==> config.mk <==
export PLATFORM = sky130hd
export DESIGN_NAME = sample_readout_sequencer_flat
export DESIGN_NICKNAME = d
export VERILOG_FILES = /design/src/rtl/sample_readout_sequencer_if.sv /design/src/rtl/sample_readout_sequencer.sv /design/src/flat_wrapper.sv
export SDC_FILE = /design/constraint.sdc
export NUM_CORES = 1
export LEC_CHECK = 0
export CAP_MARGIN = 20
export CORE_MARGIN = 4
export CORE_UTILIZATION = 37
export CTS_BUF_LIST = sky130_fd_sc_hd__clkbuf_8
export CTS_CLUSTER_SIZE = 40
export DETAILED_ROUTE_END_ITERATION = 8
export DONT_BUFFER_PORTS = 1
export PLACE_DENSITY = 0.63
export SETUP_SLACK_MARGIN = 0.2
export SLEW_MARGIN = 15
export SYNTH_ARGS = -nofsm -noshare
export SYNTH_HDL_FRONTEND = slang
export SYNTH_SLANG_ARGS = --single-unit
==> constraint.sdc <==
create_clock -name clock -period 2.9 [get_ports clock]
set_clock_uncertainty 0.2 [all_clocks]
set_input_delay 0.29 -clock clock [delete_from_list [all_inputs] [get_ports clock]]
set_output_delay 0.29 -clock clock [all_outputs]
set_load 0.01 [all_outputs]
==> src/rtl/sample_readout_sequencer_if.sv <==
// Sample-RAM read port plus output word stream. The master is the sequencer;
// the slave is the RAM together with the downstream sink.
interface sample_readout_sequencer_if;
  logic [10:0] rd_address;
  logic [15:0] rd_data;
  logic [15:0] out_data;
  logic        out_valid;
  logic        out_ready;
  logic        out_last;

  modport master (
    output rd_address,
    input  rd_data,
    output out_data,
    output out_valid,
    input  out_ready,
    output out_last
  );

  modport slave (
    input  rd_address,
    output rd_data,
    input  out_data,
    input  out_valid,
    output out_ready,
    input  out_last
  );
endinterface

==> src/rtl/sample_readout_sequencer.sv <==
// Streams one A-line of NSAMPLES words from the sample RAM into a valid/ready sink.
// Latency: first sample RD_LATENCY+1 cycles after start (header word: 1 cycle), then one word per cycle.
// Backpressure: RAM reads are credit-limited by output FIFO space, so out_ready stalls never drop words.
// Optional macro SAMPLE_READOUT_HEADER_EN prefixes each A-line with a 16-bit A-line counter word.
module sample_readout_sequencer #(
  parameter int NSAMPLES   = 1170,
  parameter int RD_LATENCY = 2
) (
  input  logic                              clock,
  input  logic                              sclr,
  input  logic                              start,
  sample_readout_sequencer_if.master        bus,
  output logic                              busy,
  output logic                              overrun
);
  localparam int          DEPTH     = RD_LATENCY + 2;
  localparam int          PW        = $clog2(DEPTH);
  localparam int          CW        = $clog2(DEPTH + 1);
  localparam logic [10:0] LAST_ADDR = 11'(NSAMPLES - 1);

  typedef enum logic [1:0] {S_IDLE, S_ISSUE, S_DRAIN} state_t;

  typedef struct packed {
    logic        last;
    logic [15:0] dat;
  } word_t;

  state_t                state_q, state_d;
  logic [10:0]           rd_address_q, rd_address_d;
  logic [RD_LATENCY-1:0] pipe_vld_q, pipe_vld_d;
  logic [RD_LATENCY-1:0] pipe_last_q, pipe_last_d;
  word_t                 mem_q [DEPTH];
  word_t                 mem_d [DEPTH];
  logic [PW-1:0]         wptr_q, wptr_d;
  logic [PW-1:0]         rptr_q, rptr_d;
  logic [CW-1:0]         occ_q, occ_d;
  logic [CW-1:0]         credit_q, credit_d;
  logic                  busy_q, busy_d;
  logic                  overrun_q, overrun_d;

  logic  accept, issue, issue_last, hdr_push, push, pop;
  word_t push_word, head;

`ifdef SAMPLE_READOUT_HEADER_EN
  logic [15:0] aline_q, aline_d;
  assign hdr_push = accept;
`else
  assign hdr_push = 1'b0;
`endif

  assign head           = mem_q[rptr_q];
  assign bus.out_valid  = (occ_q != '0);
  assign bus.out_data   = head.dat;
  assign bus.out_last   = (occ_q != '0) && head.last;
  assign bus.rd_address = rd_address_q;
  assign busy           = busy_q;
  assign overrun        = overrun_q;

  always_comb begin
    state_d      = state_q;
    rd_address_d = rd_address_q;
    overrun_d    = overrun_q;
    mem_d        = mem_q;
    wptr_d       = wptr_q;
    rptr_d       = rptr_q;
    pipe_vld_d   = pipe_vld_q;
    pipe_last_d  = pipe_last_q;
    push         = 1'b0;
    push_word    = '0;
`ifdef SAMPLE_READOUT_HEADER_EN
    aline_d      = aline_q;
`endif

    // Address 0 is already on the bus while idle, so the start cycle itself issues it.
    accept     = start && (state_q == S_IDLE);
    pop        = (occ_q != '0) && bus.out_ready;
    issue      = accept || ((state_q == S_ISSUE) && (credit_q < CW'(DEPTH)));
    issue_last = issue && (rd_address_q == LAST_ADDR);

    pipe_vld_d[0]  = issue;
    pipe_last_d[0] = issue_last;
    for (int i = 1; i < RD_LATENCY; i++) begin
      pipe_vld_d[i]  = pipe_vld_q[i-1];
      pipe_last_d[i] = pipe_last_q[i-1];
    end

    // A returning read and a header push never coincide: the pipe is empty while idle.
    if (pipe_vld_q[RD_LATENCY-1]) begin
      push           = 1'b1;
      push_word.last = pipe_last_q[RD_LATENCY-1];
      push_word.dat  = bus.rd_data;
    end
`ifdef SAMPLE_READOUT_HEADER_EN
    else if (hdr_push) begin
      push           = 1'b1;
      push_word.last = 1'b0;
      push_word.dat  = aline_q;
    end
`endif

    if (push) begin
      mem_d[wptr_q] = push_word;
      wptr_d        = (wptr_q == PW'(DEPTH - 1)) ? '0 : wptr_q + 1'b1;
    end
    if (pop) begin
      rptr_d = (rptr_q == PW'(DEPTH - 1)) ? '0 : rptr_q + 1'b1;
    end
    occ_d    = occ_q + CW'(push) - CW'(pop);
    credit_d = credit_q + CW'(issue) + CW'(hdr_push) - CW'(pop);

    case (state_q)
      S_IDLE: begin
        if (accept) begin
          if (issue_last) begin
            state_d = S_DRAIN;
          end else begin
            state_d      = S_ISSUE;
            rd_address_d = 11'd1;
          end
        end
      end
      S_ISSUE: begin
        if (issue) begin
          if (issue_last) begin
            state_d      = S_DRAIN;
            rd_address_d = '0;
          end else begin
            rd_address_d = rd_address_q + 11'd1;
          end
        end
      end
      S_DRAIN: begin
        if (pop && head.last) begin
          state_d = S_IDLE;
`ifdef SAMPLE_READOUT_HEADER_EN
          aline_d = aline_q + 16'd1;
`endif
        end
      end
      default: state_d = S_IDLE;
    endcase

    if (start && (state_q != S_IDLE)) begin
      overrun_d = 1'b1;
    end
    busy_d = (state_d != S_IDLE);
  end

  always_ff @(posedge clock) begin
    if (sclr) begin
      state_q      <= S_IDLE;
      rd_address_q <= '0;
      pipe_vld_q   <= '0;
      pipe_last_q  <= '0;
      mem_q        <= '{default: '0};
      wptr_q       <= '0;
      rptr_q       <= '0;
      occ_q        <= '0;
      credit_q     <= '0;
      busy_q       <= 1'b0;
      overrun_q    <= 1'b0;
`ifdef SAMPLE_READOUT_HEADER_EN
      aline_q      <= '0;
`endif
    end else begin
      state_q      <= state_d;
      rd_address_q <= rd_address_d;
      pipe_vld_q   <= pipe_vld_d;
      pipe_last_q  <= pipe_last_d;
      mem_q        <= mem_d;
      wptr_q       <= wptr_d;
      rptr_q       <= rptr_d;
      occ_q        <= occ_d;
      credit_q     <= credit_d;
      busy_q       <= busy_d;
      overrun_q    <= overrun_d;
`ifdef SAMPLE_READOUT_HEADER_EN
      aline_q      <= aline_d;
`endif
    end
  end
endmodule

==> src/flat_wrapper.sv <==
// flat-port wrapper written by rule: the top's interface ports become plain ports
module sample_readout_sequencer_flat 
#(
  parameter int NSAMPLES   = 1170,
  parameter int RD_LATENCY = 2
)
  (clock, sclr, start, busy, overrun, bus_rd_address, bus_rd_data, bus_out_data, bus_out_valid, bus_out_ready, bus_out_last);
  sample_readout_sequencer_if bus_i ();
  input  logic clock;
  input  logic sclr;
  input  logic start;
  output logic busy;
  output logic overrun;
  output wire logic [$bits(bus_i.rd_address)-1:0] bus_rd_address;
  input wire logic [$bits(bus_i.rd_data)-1:0] bus_rd_data;
  output wire logic [$bits(bus_i.out_data)-1:0] bus_out_data;
  output wire logic [$bits(bus_i.out_valid)-1:0] bus_out_valid;
  input wire logic [$bits(bus_i.out_ready)-1:0] bus_out_ready;
  output wire logic [$bits(bus_i.out_last)-1:0] bus_out_last;
  assign bus_rd_address = bus_i.rd_address;
  assign bus_i.rd_data = bus_rd_data;
  assign bus_out_data = bus_i.out_data;
  assign bus_out_valid = bus_i.out_valid;
  assign bus_i.out_ready = bus_out_ready;
  assign bus_out_last = bus_i.out_last;
  sample_readout_sequencer #(.NSAMPLES(NSAMPLES), .RD_LATENCY(RD_LATENCY)) u_core (.clock(clock), .sclr(sclr), .start(start), .bus(bus_i), .busy(busy), .overrun(overrun));
endmodule
==> reports/qor.csv, run 1 <==
stage,metric,value,unit
status,status,finished clean,
job,Max-cap violations,0,
final_layout,Area Growth Syn to Fin,11.4,%
cts,setup bufs post-CTS,0,
sta,"Setup violations, final",0,
setup_path,worst-path fanout max,4,
sta,Slew headroom,44.6,%
min_path,Hold Crit Class,input pin to flip-flop,
global_routing,vias in the first global route,3561,
cts,"Clk Latency, worst-skew pair",0.38,ns
yosys,Cell variety after synth,49,
sta,RSZ-0062 raised after global routing,no,
setup_path,"Arr. time, crit path",2.60,ns
final_layout,FF+latch area,0.00194,mm²
yosys,area share of the largest cell type after synthesis,45.7,%
global_routing,first-pass GRT wire length,17100,µm
yosys,"FFs w/ async S/R, synth",0,%
place,Port-buffer cells,0,
global_routing,initial antenna violation count,0,
final_layout,share of layout cells above drive strength 1,9.74,%
sta,Fmax,394,MHz
cts,Max H-tree Level,3,
final_layout,filler cell count,1085,
yosys,cell count after synthesis,485,
cts,Worst-path clk slew,0.10,ns
final_layout,n_diodes,0,
die,core footprint,0.0110,mm²
final_layout,count of nets after finishing,521,
yosys,synth cell count leaders,"150 x nand2_1, 97 x dfxtp_1, 75 x a21oi_1, 26 x clkbuf_1, 17 x mux4_2",
yosys,post-synth top area cell,dfxtp_1,
drt,total number of vias,3424,
yosys,Syn Area/Cell,8.76,µm²
global_routing,grt total ovfl,0,
setup_path,startpoint types,flip-flop,
drt,total routed wirelength,10200,µm
yosys,"Cell Area, Synth",0.00425,mm²
drt,drt first pass iters,4,
global_routing,largest net degree at the start of global routing,96,
place,Placed Cells,598,
sta,"Hold Violations, Final",0,
setup_path,Crit. End Element,flip-flop,
die,Starting Density,38.5,%
drt,Post-DRT Antenna Nets,0,
die,die height,115,µm
yosys,"Seq/Total Area, Yosys",45.7,%
final_layout,area of the multi-input gates,0.00214,mm²
yosys,"EDFF count, synth",0,
cts,CTS tree,built,
sta,fin crit period,2.54,ns
sta,final period utilization,87.6,%
setup_path,critical path required time,2.96,ns
cts,CTS sink count,97,
power_and_ir_drop,PD cells,605,mW/mm²
final_layout,fin cells,633,
setup_path,critical path class,flip-flop to flip-flop,
die,Ports,51,
yosys,Synthesized Nets,518,
yosys,synth warn,0,
yosys,top_reg_cell synth,dfxtp_1,
sta,worst-margin pin slew,0.831,ns
die,DIE WIDTH,115,µm
sta,TNS Setup,0,ns
yosys,most frequent cell after synthesis,nand2_1,
die,row cnt,38,
drt,drt first-iter violations,360,
yosys,leading post-synthesis cells by cell area,"dfxtp_1 46%, nand2_1 13%, mux4_2 9.0%, a21oi_1 8.8%, ha_1 3.2%",
drt,drt wl/cell,16.0,µm
power_and_ir_drop,Worst VDD drop,0.000322,V
sta,count of final max-slew check failures,0,
global_routing,GRT Total Usage,16.4,%
place,GPL Wtd Cong,0.811,
cts,TritonCTS buffer count,9,
place,DPL Wire Length,6320,µm
power_and_ir_drop,Pleak,1.57,nW
drt,DRC,0,
yosys,Yosys reg bits,97,
drt,number of vias per cell,5.41,
die,die area,0.0133,mm²
cts,clock buffer depth,2,
cts,clock root cell,clkbuf_8,
worst paths after layout:
kind / to / start / slack (ns) / depth (start not counted)
worst min-delay path: u_core.pipe_last_q[0] / sclr / 0.09 / 2
worst max-delay path: u_core.credit_q[2] / u_core.occ_q[1] / 0.36 / 10
worst max register to register: u_core.credit_q[2] / u_core.occ_q[1] / 0.36 / 10
worst min register to register: u_core.pipe_vld_q[1] / u_core.pipe_vld_q[0] / 0.25 / 1
report_power, final:
part | switching, mW | total, mW | internal (mW)
Sequential | 0.0587 | 1.45 | 1.40
Combinational | 0.280 | 0.529 | 0.248
Clock | 0.524 | 0.880 | 0.355
worst max-delay path, stage by stage (launching register included):
cell and delay (ns):
dfxtp_1 0.35, or3_4 0.43, nand2_2 0.11, inv_1 0.08
ha_1 0.28, inv_1 0.04, ha_1 0.19, fa_1 0.37
xnor2_1 0.17, xnor2_1 0.14, nor2_1 0.06
routing by layer:
layer,track usage [%],share of wire [%],routed length [µm]
met1,19.5,44,4470
met2,27.7,48,4850
met3,4.68,6.7,678
met4,6.57,1.5,148
met5,0,0,0
layout by cell type (no fill, tap or decap), types with 3 or more instances in the layout:
cell           count
dlygate4sd3_1     18
dfxtp_1           97
a21oi_1           75
buf_4              3
ha_1              11
and2_1             5
inv_1             15
nor2_1             8
nand3b_1           3
mux4_2            17
clkbuf_8          10
nand2_1          149
nor2b_1            7
nand2b_1           6
xnor2_1            4
a31oi_1            7
nand3_1            6
registers in the layout, summed over array words and instances, names as in the netlist:
| signal | cells |
|---|---|
| u_core.bus.rd_address | 11 |
| u_core.busy | 1 |
| u_core.credit_q | 3 |
| u_core.mem_q | 68 |
| u_core.occ_q | 3 |
| u_core.overrun | 1 |
| u_core.pipe_last_q | 2 |
| u_core.pipe_vld_q | 2 |
| u_core.rptr_q | 2 |
| u_core.state_q | 2 |
| u_core.wptr_q | 2 |
per-stage QoR:
step	power [mW]	hold slack (ns)	utilization, %	worst slack, ns	instance area, µm²
finish	2.86	0.0899	42.9	0.360	4730
global route	3.04	0.0840	42.9	0.221	4730
CTS	2.90	0.0771	42.9	0.258	4730
detailed placement	1.96	0.171	39.2	0.290	4330
global placement	1.94	0.170	39.2	0.358	4330
floorplan	1.87	0.214	-	0.416	4250
cell type report:
class | count | share of cell area [%]
flip-flops and latches | 97 | 41.0
inverters | 15 | 1.19
repair buffers | 22 | 4.86
multi-input cells | 343 | 45.1
well taps | 140 | 3.70
clock inverters | 6 | 1.19
clock buffers | 10 | 2.91
cells by family after synthesis:
kind of cell / share of synthesized area, %
mux: 9.24
fa+ha+maj: 4.18
xor+xnor: 0.824
buf+inv: 4.21
simple gates: 21.5
flops: 45.7
compound gates: 14.3
what timing repair did:
item | in CTS | in global routing
endpoints found under the hold margin | 97 | 0
resized for setup | 0 | 2
setup endpoints to repair | 0 | 2
hold buffers | 19 | 0
Note: power is estimated with default switching activity, not from simulation.
==> run 2: changes to the inputs <==
--- a/config.mk
+++ b/config.mk
@@ -12,6 +12,7 @@
 export CTS_CLUSTER_SIZE = 40
 export DETAILED_ROUTE_END_ITERATION = 8
 export DONT_BUFFER_PORTS = 1
+export GPL_TIMING_DRIVEN = 0
 export PLACE_DENSITY = 0.63
 export SETUP_SLACK_MARGIN = 0.2
 export SLEW_MARGIN = 15
==> run 2 against run 1 <==
  * Global-route usage grew 0.92 points
  * Core utilization grew 0.90 points
  * Clock-buffer cell count did not move
  * Critical path depth down 7
  * Cell count is 4.3% higher
  * Final area rose by 2.1%
  * Non-clock buffer count grew 27
==> reports/qor.csv, run 2 (same netlist as run 1, synthesis figures left out) <==
stage,metric,value,unit,change
final_layout,share of layout cells above drive strength 1,9.62,%,-0.12 points
global_routing,first-pass GRT wire length,17900,µm,+4.6%
sta,Slew headroom,45.2,%,+0.66 points
drt,drt first-iter violations,299,,-17%
die,Ports,51,,unchanged
sta,count of final max-slew check failures,0,,unchanged
sta,final period utilization,89.9,%,+2.3 points
setup_path,critical path class,flip-flop to output pin,,
sta,Fmax,384,MHz,-2.5%
cts,"Clk Latency, worst-skew pair",0.37,ns,about the same
final_layout,Finished Cell Area,0.00483,mm²,+2.1%
min_path,Hold Crit Depth,2,,unchanged
die,die area,0.0133,mm²,unchanged
drt,metal1 wirelength,4740,µm,+5.9%
status,status,finished clean,,
cts,setup bufs post-CTS,0,,unchanged
drt,drt first pass iters,5,,+1
cts,TritonCTS buffer count,9,,unchanged
cts,CTS sink count,97,,unchanged
drt,Post-DRT Antenna Nets,0,,unchanged
drt,total number of vias,3554,,+3.8%
final_layout,"commonest non-fill, non-tap cells in the layout","149 x nand2_1, 97 x dfxtp_1, 75 x a21oi_1",,
final_layout,largest register by flop count,u_core.mem_q,,
final_layout,"leading cell type in the layout, fill and taps excluded",nand2_1,,
setup_path,Crit. End Element,output pin,,
sta,"Hold Violations, Final",0,,unchanged
cts,clock buffer depth,2,,unchanged
sta,RSZ-0062 raised after global routing,no,,
drt,DRC,0,,unchanged
drt,number of vias per cell,5.38,,-0.45%
drt,Detail Route met3 WL,743,µm,+9.6%
die,Starting Density,38.5,%,unchanged
die,row cnt,38,,unchanged
cts,CTS tree,built,,
die,core footprint,0.0110,mm²,unchanged
place,placed cell areas,0.00443,mm²,+2.3%
place,GPL Wtd Cong,0.807,,-0.55%
power_and_ir_drop,PD cells,595,mW/mm²,-1.7%
global_routing,initial antenna violation count,0,,unchanged
min_path,Hold Crit Class,input pin to flip-flop,,
place,Port-buffer cells,0,,unchanged
cts,clock root cell,clkbuf_8,,
min_path,hold path start,sclr,,
setup_path,"Arr. time, crit path",2.12,ns,-0.48 ns
global_routing,largest net degree at the start of global routing,18,,-81%
cts,Worst-path clk slew,0.10,ns,about the same
final_layout,n_diodes,0,,unchanged
sta,"Setup violations, final",0,,unchanged
global_routing,vias in the first global route,3501,,-1.7%
final_layout,max reg flops,68,,unchanged
final_layout,utilization after layout,43.8,%,+0.90 points
job,Max-cap violations,0,,unchanged
drt,met2 wire length,5340,µm,+10%
final_layout,Area Growth Syn to Fin,13.7,%,
min_path,Hold Path Sink,u_core.credit_q[0],,
drt,drt wl/cell,16.7,µm,+3.9%
cts,Max H-tree Level,3,,unchanged
die,die height,115,µm,unchanged
drt,total routed wirelength,11000,µm,+8.3%
place,Placed Cells,625,,+4.5%
place,DPL Wire Length,7500,µm,+19%
sta,TNS Setup,0,ns,unchanged
sta,hold slack,0.149,ns,+0.0594 ns
setup_path,Register-to-Register Setup Slack,0.33,ns,-0.03 ns
sta,fin crit period,2.61,ns,+0.0662 ns
setup_path,reg2reg path depth,10,,unchanged
global_routing,GRT Total Usage,17.3,%,+0.92 points
final_layout,count of nets after finishing,548,,+5.2%
final_layout,fin cells,660,,+4.3%
power_and_ir_drop,Worst VDD drop,0.000216,V,-33%
setup_path,RR Startpoint,u_core.occ_q[1],,
setup_path,startpoint types,flip-flop,,
drt,uppermost layer routed,met4,,
power_and_ir_drop,Pleak,1.60,nW,+2.4%
global_routing,grt total ovfl,0,,unchanged
die,DIE WIDTH,115,µm,unchanged
sta,worst-margin pin slew,0.810,ns,-0.0213 ns
setup_path,reg2reg end,u_core.credit_q[2],,
setup_path,critical path required time,2.41,ns,-0.55 ns
setup_path,worst-path fanout max,10,,+6
-- run 2: worst max-delay path by stage --
stage                     startpoint                 end  cells after the start
detailed placement   u_core.occ_q[1]  u_core.credit_q[2]                     10
finish              u_core.rptr_q[1]    bus_out_data[13]                      3
CTS                  u_core.occ_q[1]  u_core.credit_q[2]                     10
floorplan            u_core.occ_q[1]  u_core.credit_q[2]                     10
global route         u_core.occ_q[1]  u_core.credit_q[2]                     10
global placement     u_core.occ_q[1]  u_core.credit_q[2]                     10
-- run 2: area by class of cell --
| cell class | instances | area [µm²] |
|---|---|---|
| buffer | 30 | 126 |
| clock buffer | 10 | 138 |
| clock inverter | 6 | 48.8 |
| fill | 1073 | 6200 |
| inverter | 15 | 56.3 |
| multi-input combinational | 343 | 2160 |
| sequential | 97 | 1940 |
| tap | 140 | 175 |
| timing repair buffer | 19 | 190 |
-- run 2: power by group --
part / switching [mW] / leakage [nW] / internal (mW) / total (mW)
sequential: 0.0520 / 0.786 / 1.40 / 1.45
clock: 0.492 / 0.0912 / 0.346 / 0.838
combinational: 0.317 / 0.727 / 0.271 / 0.589
-- run 2: timing repair --
action,4_1_cts,5_1_grt
gates resized for setup,3,4
setup endpoints to repair,11,10
pin swaps,0,1
endpoints found under the hold margin,74,0
hold buffers,19,0
-- run 2: critical path, cell delays in order (launching register included) --
cell      delay, ns
dfxtp_1        0.34
clkbuf_1       0.54
clkbuf_2       0.44
mux4_2         0.43
-- run 2: per-stage QoR --
step	total power, mW	worst slack (ns)
2_1_floorplan	1.87	0.416
3_3_place_gp	1.97	0.223
3_5_place_dp	1.99	0.195
4_1_cts	2.87	0.247
5_1_grt	3.05	0.203
6_report	2.87	0.294
-- run 2: routing by layer --
| layer | GRT usage (%) | vias to the layer above |
|---|---|---|
| li1 | - | 1723 |
| met1 | 22.6 | 1708 |
| met2 | 28.6 | 108 |
| met3 | 3.58 | 15 |
| met4 | 5.56 | 0 |
| met5 | 0 | - |
==> run 3: changes to the inputs <==
--- a/config.mk
+++ b/config.mk
@@ -5,8 +5,8 @@
 export SDC_FILE = /design/constraint.sdc
 export NUM_CORES = 1
 export LEC_CHECK = 0
+export ABC_AREA = 1
 export CAP_MARGIN = 20
-export CORE_MARGIN = 4
 export CORE_UTILIZATION = 37
 export CTS_BUF_LIST = sky130_fd_sc_hd__clkbuf_8
 export CTS_CLUSTER_SIZE = 40
==> run 3 against run 2 <==
  * The run now ends with design-rule violations left
  * Combinational power up 67%
  * Core utilization shrank 1.1 points
  * Synthesized cell count is 32% higher
  * Fmax is 3.1% higher
  * Flip-flop and latch count is the same
  * First-iteration DRC count grew 16%
  * Total power rose by 12%
  * Register-to-register slack better by 0.07 ns
  * Synthesized area grew 4.3%
  * Global-route usage rose by 2.2 points
  * Sequential share of layout area shrank 0.91 points
==> reports/qor.csv, run 3 <==
stage,metric,value,unit,change
status,status,"complete, but fails checks",,
status,failing checks,design-rule violations,,
cts,clock root cell,clkbuf_8,,
sta,final period utilization,87.2,%,-2.7 points
setup_path,"Arr. time, crit path",2.04,ns,-0.08 ns
final_layout,Area Growth Syn to Fin,11.5,%,
die,Starting Density,38.3,%,-0.19 points
final_layout,n_diodes,0,,unchanged
setup_path,worst-path fanout max,10,,unchanged
cts,Max H-tree Level,3,,unchanged
place,DPL Wire Length,8190,µm,+9.2%
yosys,top_reg_cell synth,dfxtp_1,,
final_layout,fin cells,813,,+23%
sta,Fmax,396,MHz,+3.1%
job,Max-cap violations,0,,unchanged
drt,drt first-iter violations,347,,+16%
place,GPL Wtd Cong,0.820,,+1.6%
drt,total routed wirelength,11800,µm,+7.5%
setup_path,Register-to-Register Setup Slack,0.40,ns,+0.07 ns
place,Port-buffer cells,0,,unchanged
sta,count of final max-slew check failures,0,,unchanged
global_routing,vias in the first global route,3855,,+10%
setup_path,critical path class,flip-flop to output pin,,
power_and_ir_drop,Worst VDD drop,0.000345,V,+60%
yosys,largest family of logic cells by synthesized area,simple AND/OR/NAND/NOR gates,,
drt,Post-DRT Antenna Nets,0,,unchanged
yosys,area share of the largest cell type after synthesis,43.8,%,-1.9 points
setup_path,Crit. End Element,output pin,,
drt,number of vias per cell,5.10,,-5.3%
final_layout,share of layout cells above drive strength 1,5.07,%,-4.5 points
final_layout,count of nets after finishing,700,,+28%
yosys,cell count after synthesis,638,,+32%
yosys,post-synth top area cell,dfxtp_1,,
drt,DRC,2,,+2
setup_path,critical path required time,2.41,ns,about the same
setup_path,reg2reg path depth,10,,unchanged
yosys,"FFs w/ async S/R, synth",0,%,unchanged
sta,hold slack,0.0303,ns,-0.119 ns
final_layout,"commonest non-fill, non-tap cells in the layout","212 x nor2_1, 106 x o21ai_0, 97 x dfxtp_1",,
sta,worst-margin pin slew,0.639,ns,-0.171 ns
cts,Worst-path clk slew,0.09,ns,about the same
sta,"Hold Violations, Final",0,,unchanged
power_and_ir_drop,Pleak,2.17,nW,+35%
sta,fin crit period,2.53,ns,-0.0783 ns
yosys,XOR/XNOR share of the synthesized area,0.790,%,-0.034 points
power_and_ir_drop,PD cells,649,mW/mm²,+9.2%
place,DP Worst Slack,0.317,ns,+0.123 ns
final_layout,largest register by flop count,u_core.mem_q,,
yosys,synth cell count leaders,"212 x nor2_1, 106 x o21ai_0, 97 x dfxtp_1, 65 x nand2_1, 47 x inv_1",,
cts,"Clk Latency, worst-skew pair",0.36,ns,about the same
global_routing,first-pass GRT wire length,19200,µm,+7.2%
yosys,synth warn,0,,unchanged
yosys,Synthesized Nets,671,,+30%
yosys,Post-Synth Adder-Cell Area,4.01,%,-0.17 points
place,Placed Cells,781,,+25%
die,die area,0.0124,mm²,-6.3%
drt,drt wl/cell,14.5,µm,-13%
cts,CTS tree,built,,
cts,clock buffer depth,2,,unchanged
final_layout,utilization after layout,42.8,%,-1.1 points
yosys,post-synthesis mux area share,0,%,-9.2 points
sta,TNS Setup,0,ns,unchanged
min_path,Hold Crit Class,input pin to flip-flop,,
die,die height,111,µm,-3.2%
final_layout,"leading cell type in the layout, fill and taps excluded",nor2_1,,
setup_path,reg2reg end,u_core.credit_q[2],,
yosys,Yosys reg bits,97,,unchanged
place,placed cell areas,0.00461,mm²,+4.2%
cts,setup bufs post-CTS,0,,unchanged
drt,drt first pass iters,6,,+1
setup_path,startpoint types,flip-flop,,
yosys,Synth Area in Compound Gates,16.3,%,+2.0 points
yosys,"Seq/Total Area, Yosys",43.8,%,-1.9 points
global_routing,GRT Total Usage,19.5,%,+2.2 points
global_routing,largest net degree at the start of global routing,15,,-3
yosys,Post-Synth Simple-Gate Area,27.9,%,+6.4 points
global_routing,grt total ovfl,0,,unchanged
drt,total number of vias,4145,,+17%
die,Ports,51,,unchanged
die,DIE WIDTH,111,µm,-3.2%
cts,CTS sink count,97,,unchanged
min_path,hold path start,start,,
sta,RSZ-0062 raised after global routing,no,,
sta,"Setup violations, final",0,,unchanged
yosys,most frequent cell after synthesis,nor2_1,,
yosys,Syn Area/Cell,6.95,µm²,-21%
yosys,"Cell Area, Synth",0.00443,mm²,+4.3%
die,row cnt,39,,+2.6%
min_path,Hold Crit Depth,4,,+2
power_and_ir_drop,total power,3.21,mW,+12%
min_path,Hold Path Sink,u_core.pipe_vld_q[0],,
sta,Slew headroom,57.4,%,+12 points
setup_path,RR Startpoint,u_core.occ_q[1],,
final_layout,Finished Cell Area,0.00495,mm²,+2.3%
die,core footprint,0.0116,mm²,+4.8%
cts,TritonCTS buffer count,9,,unchanged
final_layout,max reg flops,68,,unchanged
sta,PnR worst setup slack,0.373,ns,+0.0783 ns
yosys,leading post-synthesis cells by cell area,"dfxtp_1 44%, nor2_1 18%, o21ai_0 12%, nand2_1 5.5%, inv_1 4.0%",,
global_routing,initial antenna violation count,0,,unchanged
yosys,"EDFF count, synth",0,,unchanged
yosys,Cell variety after synth,28,,-43%
==> run 3: cell count changes in the layout (fill, tap and decap cells not counted), sizes merged, moves of 7 or more <==
| cell | before | now |
|---|---|---|
| a21oi | 75 | 10 |
| inv | 18 | 50 |
| mux4 | 17 | 0 |
| nand2 | 150 | 67 |
| nand3 | 6 | 19 |
| nor2 | 8 | 216 |
| nor2b | 7 | 0 |
| o21ai | 3 | 107 |
| o22ai | 2 | 16 |
==> run 3: layer usage <==
metal	global-route usage (%)	up-vias	wire length (µm)
met2	32.4	133	5580
li1	-	2089	-
met1	24.6	1901	5170
met5	0	-	0
met3	4.95	22	861
met4	6.94	0	215
==> run 3: logic make-up after synthesis <==
kind of cell             count (synthesis)
AO/OA/AOI/OAI                          136
XOR/XNOR                                 4
adder cells (fa/ha/maj)                 13
buffers and inverters                   81
flip-flops                              97
AND/OR/NAND/NOR                        307
==> run 3: critical path: stages, from the launching register on <==
cell and delay [ns]:
dfxtp_1 0.44, inv_1 0.29, clkbuf_1 0.43, o21ai_0 0.20, o22ai_1 0.32
==> run 3: what timing repair did <==
item                       4_1_cts  5_1_grt
setup endpoints to repair        0        1
resized for setup                0        1
hold endpoints to repair        67        2
hold buffers                    17        1
==> run 3: power by group <==
part           switching [mW]  internal (mW)
clock                   0.447          0.295
combinational           0.666          0.320
sequential             0.0649           1.42
==> run 3: cell type report <==
type,count,area (µm²)
well taps,143,179
multi-input cells,460,2180
flip-flops and latches,97,1940
plain buffers,30,128
clock inverters,5,26.3
inverters,51,191
fillers,1225,6620
repair buffers,18,180
clock buffers,9,124
==> run 3: worst max-delay path by stage <==
stage / from / end / slack [ns] / depth (start not counted)
CTS: u_core.occ_q[1] / u_core.credit_q[2] / 0.30 / 10
detailed placement: u_core.occ_q[1] / u_core.credit_q[2] / 0.32 / 10
finish: u_core.rptr_q[1] / bus_out_data[13] / 0.37 / 4
global placement: u_core.occ_q[1] / u_core.credit_q[2] / 0.43 / 10
floorplan: u_core.occ_q[1] / u_core.credit_q[2] / 0.62 / 10
global route: u_core.occ_q[1] / u_core.credit_q[2] / 0.22 / 10
